## src/rtl/motor_pkg.sv

```systemverilog
// Shared motor speed types: signed speed word, its magnitude limit and the
// per-channel ramp state used by the ramp, steering and motor control blocks.
package motor_pkg;

    typedef logic signed [10:0] speed_t;

    localparam speed_t SPEED_MAX = 11'sd1023;

    typedef enum logic [1:0] {
        SETTLED = 2'd0,
        RAMP    = 2'd1,
        DWELL   = 2'd2
    } ramp_st_t;

endpackage

```

## src/rtl/motor_ramp_if.sv

```systemverilog
// Command/feedback bundle between the steering logic and the speed ramp.
interface motor_ramp_if;
    import motor_pkg::*;

    speed_t lft_tgt;
    speed_t rht_tgt;
    logic   tgt_vld;
    logic   estop;
    speed_t lft;
    speed_t rht;
    logic   at_tgt;

    modport master (
        output lft_tgt, rht_tgt, tgt_vld, estop,
        input  lft, rht, at_tgt
    );

    modport slave (
        input  lft_tgt, rht_tgt, tgt_vld, estop,
        output lft, rht, at_tgt
    );

endinterface

```

## src/rtl/ramp_chan.sv

```systemverilog
// One slew-limited speed channel: target register, ramp FSM, zero-dwell counter
// and the registered output speed.
module ramp_chan
    import motor_pkg::*;
#(
    parameter int STEP      = 16,
    parameter int ZERO_HOLD = 8
) (
    input  logic   clk,
    input  logic   rst,
    input  logic   tick,
    input  logic   estop,
    input  logic   tgt_vld,
    input  speed_t tgt_in,
    output speed_t cur,
    output logic   settle_nxt
);

    localparam int DW_W = $clog2(ZERO_HOLD + 1);
    localparam logic signed [11:0] STEP_S = 12'(STEP);

    ramp_st_t        st, st_nxt;
    speed_t          tgt, tgt_nxt, cur_nxt;
    speed_t          cap, toward_zero, toward_tgt;
    logic [DW_W-1:0] dwell, dwell_nxt, dwell_inc;
    logic            reversing;

    // -1024 has no positive mirror, so it is folded onto -1023
    function automatic speed_t sat_speed(input speed_t v);
        return (v < -SPEED_MAX) ? -SPEED_MAX : v;
    endfunction

    // One bounded step from 'from' toward 'dst', landing exactly on dst when close
    function automatic speed_t approach(input speed_t from, input speed_t dst);
        logic signed [11:0] diff, mag, nxt;
        diff = {dst[10], dst} - {from[10], from};
        mag  = (diff < 0) ? -diff : diff;
        if (mag <= STEP_S)
            nxt = {dst[10], dst};
        else if (diff < 0)
            nxt = {from[10], from} - STEP_S;
        else
            nxt = {from[10], from} + STEP_S;
        return nxt[10:0];
    endfunction

    assign cap         = sat_speed(tgt_in);
    assign toward_zero = approach(cur, '0);
    assign toward_tgt  = approach(cur, tgt);
    assign reversing   = (cur != '0) && ((tgt == '0) || (tgt[10] != cur[10]));
    assign dwell_inc   = dwell + 1'b1;
    assign settle_nxt  = (st_nxt == SETTLED);

    always_comb begin
        st_nxt    = st;
        cur_nxt   = cur;
        tgt_nxt   = tgt;
        dwell_nxt = dwell;
        if (estop) begin
            st_nxt    = SETTLED;
            cur_nxt   = '0;
            tgt_nxt   = '0;
            dwell_nxt = '0;
        end else begin
            if (tgt_vld)
                tgt_nxt = cap;
            case (st)
                SETTLED: begin
                    if ((tgt_vld && cap != cur) || (tick && tgt != cur))
                        st_nxt = RAMP;
                end
                RAMP: begin
                    if (tick) begin
                        if (reversing) begin
                            cur_nxt = toward_zero;
                            if (toward_zero == '0) begin
                                st_nxt    = (tgt != '0) ? DWELL : SETTLED;
                                dwell_nxt = '0;
                            end
                        end else begin
                            cur_nxt = toward_tgt;
                            if (toward_tgt == tgt)
                                st_nxt = SETTLED;
                        end
                    end
                end
                DWELL: begin
                    // a retarget here only changes where we head once the dwell ends
                    if (tick) begin
                        dwell_nxt = dwell_inc;
                        if (dwell_inc == DW_W'(ZERO_HOLD))
                            st_nxt = (tgt != '0) ? RAMP : SETTLED;
                    end
                end
                default: st_nxt = SETTLED;
            endcase
        end
    end

    always_ff @(posedge clk or posedge rst) begin
        if (rst) begin
            st    <= SETTLED;
            cur   <= '0;
            tgt   <= '0;
            dwell <= '0;
        end else begin
            st    <= st_nxt;
            cur   <= cur_nxt;
            tgt   <= tgt_nxt;
            dwell <= dwell_nxt;
        end
    end

endmodule

```

## src/rtl/motor_ramp.sv

```systemverilog
// Dual-channel slew-rate limiter in front of the PWM motor controller: shared tick
// prescaler, two independent ramp channels and the combined at-target flag.
module motor_ramp
    import motor_pkg::*;
#(
    parameter int TICK_DIV  = 1024,
    parameter int STEP      = 16,
    parameter int ZERO_HOLD = 8
) (
    input logic        clk,
    input logic        rst,
    motor_ramp_if.slave bus
);

    localparam int TC_W = $clog2(TICK_DIV);

    logic [TC_W-1:0] tick_cnt;
    logic            tick;
    speed_t          lft_cur, rht_cur;
    logic            lft_settle_nxt, rht_settle_nxt;
    logic            at_tgt_q;

    assign tick = (tick_cnt == TC_W'(TICK_DIV - 1));

    always_ff @(posedge clk or posedge rst) begin
        if (rst)
            tick_cnt <= '0;
        else if (tick)
            tick_cnt <= '0;
        else
            tick_cnt <= tick_cnt + 1'b1;
    end

    ramp_chan #(.STEP(STEP), .ZERO_HOLD(ZERO_HOLD)) u_lft (
        .clk        (clk),
        .rst        (rst),
        .tick       (tick),
        .estop      (bus.estop),
        .tgt_vld    (bus.tgt_vld),
        .tgt_in     (bus.lft_tgt),
        .cur        (lft_cur),
        .settle_nxt (lft_settle_nxt)
    );

    ramp_chan #(.STEP(STEP), .ZERO_HOLD(ZERO_HOLD)) u_rht (
        .clk        (clk),
        .rst        (rst),
        .tick       (tick),
        .estop      (bus.estop),
        .tgt_vld    (bus.tgt_vld),
        .tgt_in     (bus.rht_tgt),
        .cur        (rht_cur),
        .settle_nxt (rht_settle_nxt)
    );

    // built from next-state so at_tgt drops in the same cycle the channel leaves SETTLED
    always_ff @(posedge clk or posedge rst) begin
        if (rst)
            at_tgt_q <= 1'b1;
        else
            at_tgt_q <= lft_settle_nxt & rht_settle_nxt;
    end

    assign bus.lft    = lft_cur;
    assign bus.rht    = rht_cur;
    assign bus.at_tgt = at_tgt_q;

endmodule

```

## src/flat_wrapper.sv

```systemverilog
// flat-port wrapper written by rule: the top's interface ports become plain ports
module motor_ramp_flat import motor_pkg::*;
#(
    parameter int TICK_DIV  = 1024,
    parameter int STEP      = 16,
    parameter int ZERO_HOLD = 8
)
  (clk, rst, bus_lft_tgt, bus_rht_tgt, bus_tgt_vld, bus_estop, bus_lft, bus_rht, bus_at_tgt);
  motor_ramp_if bus_i ();
  input logic clk;
  input logic rst;
  input wire logic [$bits(bus_i.lft_tgt)-1:0] bus_lft_tgt;
  input wire logic [$bits(bus_i.rht_tgt)-1:0] bus_rht_tgt;
  input wire logic [$bits(bus_i.tgt_vld)-1:0] bus_tgt_vld;
  input wire logic [$bits(bus_i.estop)-1:0] bus_estop;
  output wire logic [$bits(bus_i.lft)-1:0] bus_lft;
  output wire logic [$bits(bus_i.rht)-1:0] bus_rht;
  output wire logic [$bits(bus_i.at_tgt)-1:0] bus_at_tgt;
  assign bus_i.lft_tgt = bus_lft_tgt;
  assign bus_i.rht_tgt = bus_rht_tgt;
  assign bus_i.tgt_vld = bus_tgt_vld;
  assign bus_i.estop = bus_estop;
  assign bus_lft = bus_i.lft;
  assign bus_rht = bus_i.rht;
  assign bus_at_tgt = bus_i.at_tgt;
  motor_ramp #(.TICK_DIV(TICK_DIV), .STEP(STEP), .ZERO_HOLD(ZERO_HOLD)) u_core (.clk(clk), .rst(rst), .bus(bus_i));
endmodule
```

## config.mk

```make
export PLATFORM = sky130hd
export DESIGN_NAME = motor_ramp_flat
export DESIGN_NICKNAME = d
export VERILOG_FILES = /design/src/rtl/motor_pkg.sv /design/src/rtl/motor_ramp_if.sv /design/src/rtl/ramp_chan.sv /design/src/rtl/motor_ramp.sv /design/src/flat_wrapper.sv
export SDC_FILE = /design/constraint.sdc
export NUM_CORES = 1
export LEC_CHECK = 0
export BUFFER_PORTS_ARGS = -buffer_cell sky130_fd_sc_hd__buf_4
export CORE_MARGIN = 2
export CORE_UTILIZATION = 60
export CTS_CLUSTER_DIAMETER = 50
export DETAILED_ROUTE_END_ITERATION = 16
export PLACE_DENSITY_LB_ADDON = 0.3
export SLEW_MARGIN = 20
export SYNTH_ARGS = -nofsm -noshare
export SYNTH_HDL_FRONTEND = slang
export SYNTH_SLANG_ARGS = --single-unit
```

## constraint.sdc

```tcl
create_clock -name clk -period 6.1 [get_ports clk]
set_input_delay 0 -clock clk [delete_from_list [all_inputs] [get_ports clk]]
set_output_delay 0 -clock clk [all_outputs]
set_load 0.01 [all_outputs]
```

==> Word-level counts from Yosys, hierarchy flattened <==
Cells that the tools add are included.
{ "word_totals": {"regBits": 67, "in_bits": 26, "out_inout_bits": 23} }
{ "op_classes": {"addsub": 15, "magnitude_cmp": 10, "eq_ne": 23, "n_mux": 61, "bitwise_logic": 1, "n_reduce_logical": 32} }
{ "op_table": {"columns": ["cell", "count"], "rows": [
  ["$mux 11", 22],
  ["$le 12x6->1 const B", 4],
  ["$lt 12x1->1 const B", 4],
  ["$mux 12", 4],
  ["$neg 12->12", 4],
  ["$logic_not 11->1", 4],
  ["$ne 11x11->1", 4],
  ["$reduce_bool 11->1", 4],
  ["$mux 4", 10],
  ["$mux 2", 18],
  ["$sub 1x11->12 const A", 2],
  ["$sub 11x11->12", 2],
  ["$add 11x6->11 const B", 2],
  ["$eq 11x11->1", 2],
  ["$lt 11x11->1 const B", 2],
  ["$sub 11x6->11 const B", 2],
  ["$ne 3x3->1 const B", 6],
  ["$pmux 4 s2", 2],
  ["$pmux 2 s3", 2],
  ["$add 10x1->10 const B", 1],
  ["$eq 10x10->1 const B", 1],
  ["$mux 10", 1],
  ["$reduce_and 5->1", 2],
  ["$add 4x1->4 const B", 2],
  ["13 further kinds", 35]
]} }

==> Depth between registers and ports, before layout <==
{ "logic_depth": {"depth_word": 13, "mapped_depth": 16, "depth_no_buf": 15} }

==> Modules after synthesis <==
Synthesis repeated with hierarchy kept, for this count alone.
{ "hier_totals": {"hier_cells": 1130, "area_unflattened_um2": 8734.6} }
{ "by_module_without_submodules": {"columns": ["mod", "instances", "cells_per_inst", "area_per_inst_um2", "seq_area_each_um2"], "rows": [
  ["ramp_chan at u_core.u_lft", 1, 586, 4312.9, 700.7],
  ["ramp_chan at u_core.u_rht", 1, 499, 3923.8, 700.7],
  ["motor_ramp", 1, 45, 498.0, 276.5]
]} }

==> Worst setup path before layout <==
Ideal clock, no wire load.
{ "synth_timing": {"kind": "register to register", "start": "register u_core.u_rht.cur[4]", "end": "register u_core.u_rht.cur[0]", "arrival_ns": 4.279, "required_time_ns": 5.978, "slack_ns": 1.700, "path_stages_with_launch": 16, "path_buffers": 2, "period_less_slack_ns": 4.400, "path_cell_list": "dfrtp_1 clkbuf_1 inv_1 ha_1 buf_4 or4b_1 or4_1 o32a_1 a31o_1 or3_1 o211ai_2 o221ai_2 o31ai_4 nor2_2 or3_4 a32o_1"} }
{ "synth_via": {"elab_chain_len": 9, "elab_cells_between_ends": 20, "cone_classes": "add/sub (4); order compare (4); mux (10); reduce/logical (2)"} }
{ "synth_lines": {"columns": ["element", "line", "source"], "rows": [
  ["start: declaration", "ramp_chan.sv:15", "output speed_t cur,"],
  ["start signal: assignment", "ramp_chan.sv:108", "cur <= cur_nxt;"],
  ["$sub 11x11->12 or $sub 1x11->12 (tied branches)", "ramp_chan.sv:36", "diff = {dst[10], dst} - {from[10], from};"],
  ["$neg 12->12 or $lt 12x1->1 (tied branches)", "ramp_chan.sv:37, ramp_chan.sv:40", null],
  ["$mux 12", "ramp_chan.sv:37", "mag = (diff < 0) ? -diff : diff;"],
  ["$le 12x6->1", "ramp_chan.sv:38", "if (mag <= STEP_S)"],
  ["$mux 11", "ramp_chan.sv:38", null],
  ["$mux 11 *", "ramp_chan.sv:74", "if (reversing) begin"],
  ["$mux 11 *", "ramp_chan.sv:73", "if (tick) begin"],
  ["$mux 11 *", "ramp_chan.sv:67", "case (st)"],
  ["$mux 11 *", "ramp_chan.sv:59", "if (estop) begin"]
]} }
Mark *: on every way between the ends. The rest lies on a longest branch, timed or not. The select of a mux whose other input is x is not followed.
A chain may end at the register's enable or synchronous reset.

==> Worst setup path after layout <==
{ "layout_timing": {"start": "register u_core.u_rht.cur[5]", "end": "register u_core.u_rht.cur[3]"} }
The elaborated chain is that of the path after synthesis.

==> flow_metrics.tcl <==
set metrics [dict create \
    run_status "finished, final reports clean" \
    worstPathRequired_ns 6.32 \
    ys_types 86 \
    routedWlPerCell_um 19.7 \
    highest_layer "met4" \
    hold_class "input port to flop" \
    ys_warn_count 0 \
    synth.area.top_cells "dfrtp_1 21%, xnor2_1 6.3%, ha_1 5.9%" \
    drive_gt1_share_pct 9.13 \
    syn_to_final_growth_pct 11.9 \
    grt_usage_pct 34.0 \
    finalClockSkew_ns 0.00769 \
    period_share_pct 80.0 \
    first_pass_iters 5 \
    regArea_um2 1680 \
    ir_drop_mv 0.231 \
    fin_tns_setup_ns 0 \
    period_needed_ns 4.88 \
    wl_met3_mm 2.45 \
    dr_wl_met2_mm 10.9 \
    ys.flop_type "dfrtp_1" \
    layout_common_cells "81 x nor2_1, 67 x nand2_1, 66 x dfrtp_1, 61 x a21oi_1, 59 x buf_4" \
    io_pins 49 \
    slowest_delay_ns 0.60 \
    slew_violations 0 \
    maxCapViolCount 0 \
    h-tree-depth 3 \
    overflow 0 \
    grt_pass1_wl_mm 39.1 \
    cts_buffers 9 \
    cts_setup_buffers 0 \
    p_total_w 0.00150 \
    cts_tree "done" \
    clock_sinks 67 \
    setup_viol 0 \
    synth_cells 1028 \
    portBuffers 48 \
    gp_congestion 0.966 \
    crit_fanout 14 \
    viasPerCell 6.83 \
    clk_pin_slew_ns 0.06 \
    crit_family "simple AND/OR/NAND/NOR gates" \
    multi_input_area_um2 5820 \
    grt_max_degree 68 \
    initial_core_util_pct 62.0 \
    grt_pass1_vias 7759 \
    slowest_stage "dfrtp_1" \
    cts_resized 0 \
    yosysTopAreaCell "dfrtp_1" \
    die_w_um 119 \
    synth-edff-count 0 \
    dieArea_um2 14100 \
    netlist_area_um2 7890 \
    met1_length_mm 10.0 \
    worstPathArrival_ns 5.10 \
    cts_buffer_depth 2 \
    die_y_um 119 \
    worst-slew-pin-transition_ns 0.950 \
    rsz0062_at_grt "false" \
    worst-path-buf-inv 1 \
    fill_cells 1094 \
    crit_chain "inv_1, ha_1, or4b_1, or4_1, o32a_1, a31o_1, or3_1, o211ai_2, o221ai_2, o31ai_4, nor2_2, or3_4, a32o_1" \
    power_density_nw_per_um2 170 \
    antenna_found_initial 1 \
    slew_headroom_pct 35.8 \
    reg2reg_slack_ns 1.22 \
    drt_iter0_drc 903 \
    fp-row-count 41 \
    p_leak_nw 3.61 \
    place_hpwl_mm 17.6 \
    synthesis.nets 1093 \
    final_common_cell "nor2_1" \
    path_class "flop to flop" \
    synthArstFlopShare_pct 100 \
    ant_nets 0 \
    timing.critical_path.to_type "flop" \
    num_vias 8435 \
    core_um2 12700 \
    ys_seq_area_share_pct 21.3 \
    fmax_ghz 0.205 \
    yosys.area.top_type_share_pct 20.9 \
    cts_root_buf "clkbuf_16" \
    avgSynthCellArea_um2 7.68 \
    worstSkewPairLatency_ns 0.34 \
    num-nets-final 1122 \
    cp-start-kind "flop" \
    routed_wl_mm 24.3 \
    hold_viol 0 \
    drc_errors 0 \
    ys_ff_latch 67 \
]
-- power by group --
group	total, W	switching (W)	internal (W)	leakage (nW)
registers	0.000478	0.0000227	0.000455	0.902
clock network	0.000561	0.000202	0.000358	0.153
logic	0.000462	0.000272	0.000190	2.56
total	0.00150	0.000497	0.00100	3.61
-- area by class of cell --
type                       count  share of cell area, %
timing repair buffer          76                   6.94
multi-input combinational    855                   65.9
antenna                        1                 0.0283
tap                          172                   2.44
sequential                    67                   19.0
inverter                      48                   2.04
clock inverter                 6                   1.02
clock buffer                  10                   2.59
-- repair_timing --
item                                    4_1_cts  5_1_grt
endpoints found under the setup margin        0        0
hold buffers                                 17        0
endpoints found under the hold margin        82        0
-- cells in the mapped netlist, types with 19 or more instances --
library cell	instances
a211oi_1	19
a21oi_1	62
clkbuf_1	45
dfrtp_1	66
ha_1	37
inv_1	42
mux2i_1	24
nand2_1	67
nand2b_1	33
nand3_1	44
nor2_1	81
nor3_1	26
nor4_1	28
o21ai_0	41
xnor2_1	57
xor2_1	23
-- sequential cells by signal, indices dropped and copies added (netlist names) --
| name | count |
|---|---|
| u_core.tick_cnt | 10 |
| u_core.u_lft.cur | 11 |
| u_core.u_lft.st | 2 |
| u_core.u_rht.dwell | 4 |
| u_core.u_lft.tgt | 11 |
| u_core.u_rht.cur | 11 |
| u_core.u_rht.st | 2 |
| u_core.u_lft.dwell | 4 |
| u_core.bus.at_tgt | 1 |
| u_core.u_rht.tgt | 11 |
-- per-stage QoR --
stage / hold WS [ns] / cells / area, um^2 / utilization, % / worst slack (ns)
2_1_floorplan: 0.142 / 1028 / 7890 / - / 1.70
3_3_place_gp: 0.288 / 1201 / 8330 / 65.5 / 1.30
3_5_place_dp: 0.297 / 1201 / 8330 / 65.5 / 1.16
4_1_cts: 0.00425 / 1234 / 8820 / 69.3 / 1.12
5_1_grt: 0.0375 / 1235 / 8830 / 69.4 / 0.960
6_report: 0.0156 / 1235 / 8830 / 69.4 / 1.22
-- per-layer routing --
metal,GRT usage (%),vias up
met3,7.53,99
met4,15.6,0
li1,-,3954
met5,0,-
met2,52.7,466
met1,45.3,3916
-- kinds of logic after synthesis --
| logic type | synth area share, % |
|---|---|
| DFF | 21.3 |
| buffers and inverters | 5.09 |
| xor gates and xnor gates | 9.09 |
| muxes | 3.61 |
| adders and majority gates | 6.37 |
| AOI/OAI and AO/OA | 28.2 |
| and+or+nand+nor | 26.4 |
-- worst paths after layout --
path,startpoint,endpoint,depth (start not counted)
min,bus_rht_tgt[6],u_core.u_rht.tgt[6],3
max in group asynchronous,rst,u_core.u_lft.tgt[8],4
max,u_core.u_rht.cur[5],u_core.u_rht.cur[3],13
min in group asynchronous,rst,u_core.u_rht.dwell[3],4
max reg2reg,u_core.u_rht.cur[5],u_core.u_rht.cur[3],13
min reg2reg,u_core.tick_cnt[8],u_core.tick_cnt[8],1
-- worst register-to-register path: cells and delay by family (launching register included) --
kind,cells,cell delay [ns]
simple gates,5,1.87
compound gates,6,1.60
flops,1,0.60
fa+ha+maj,1,0.51
buf+inv,1,0.17
Note: power is estimated with default switching activity, not from simulation.
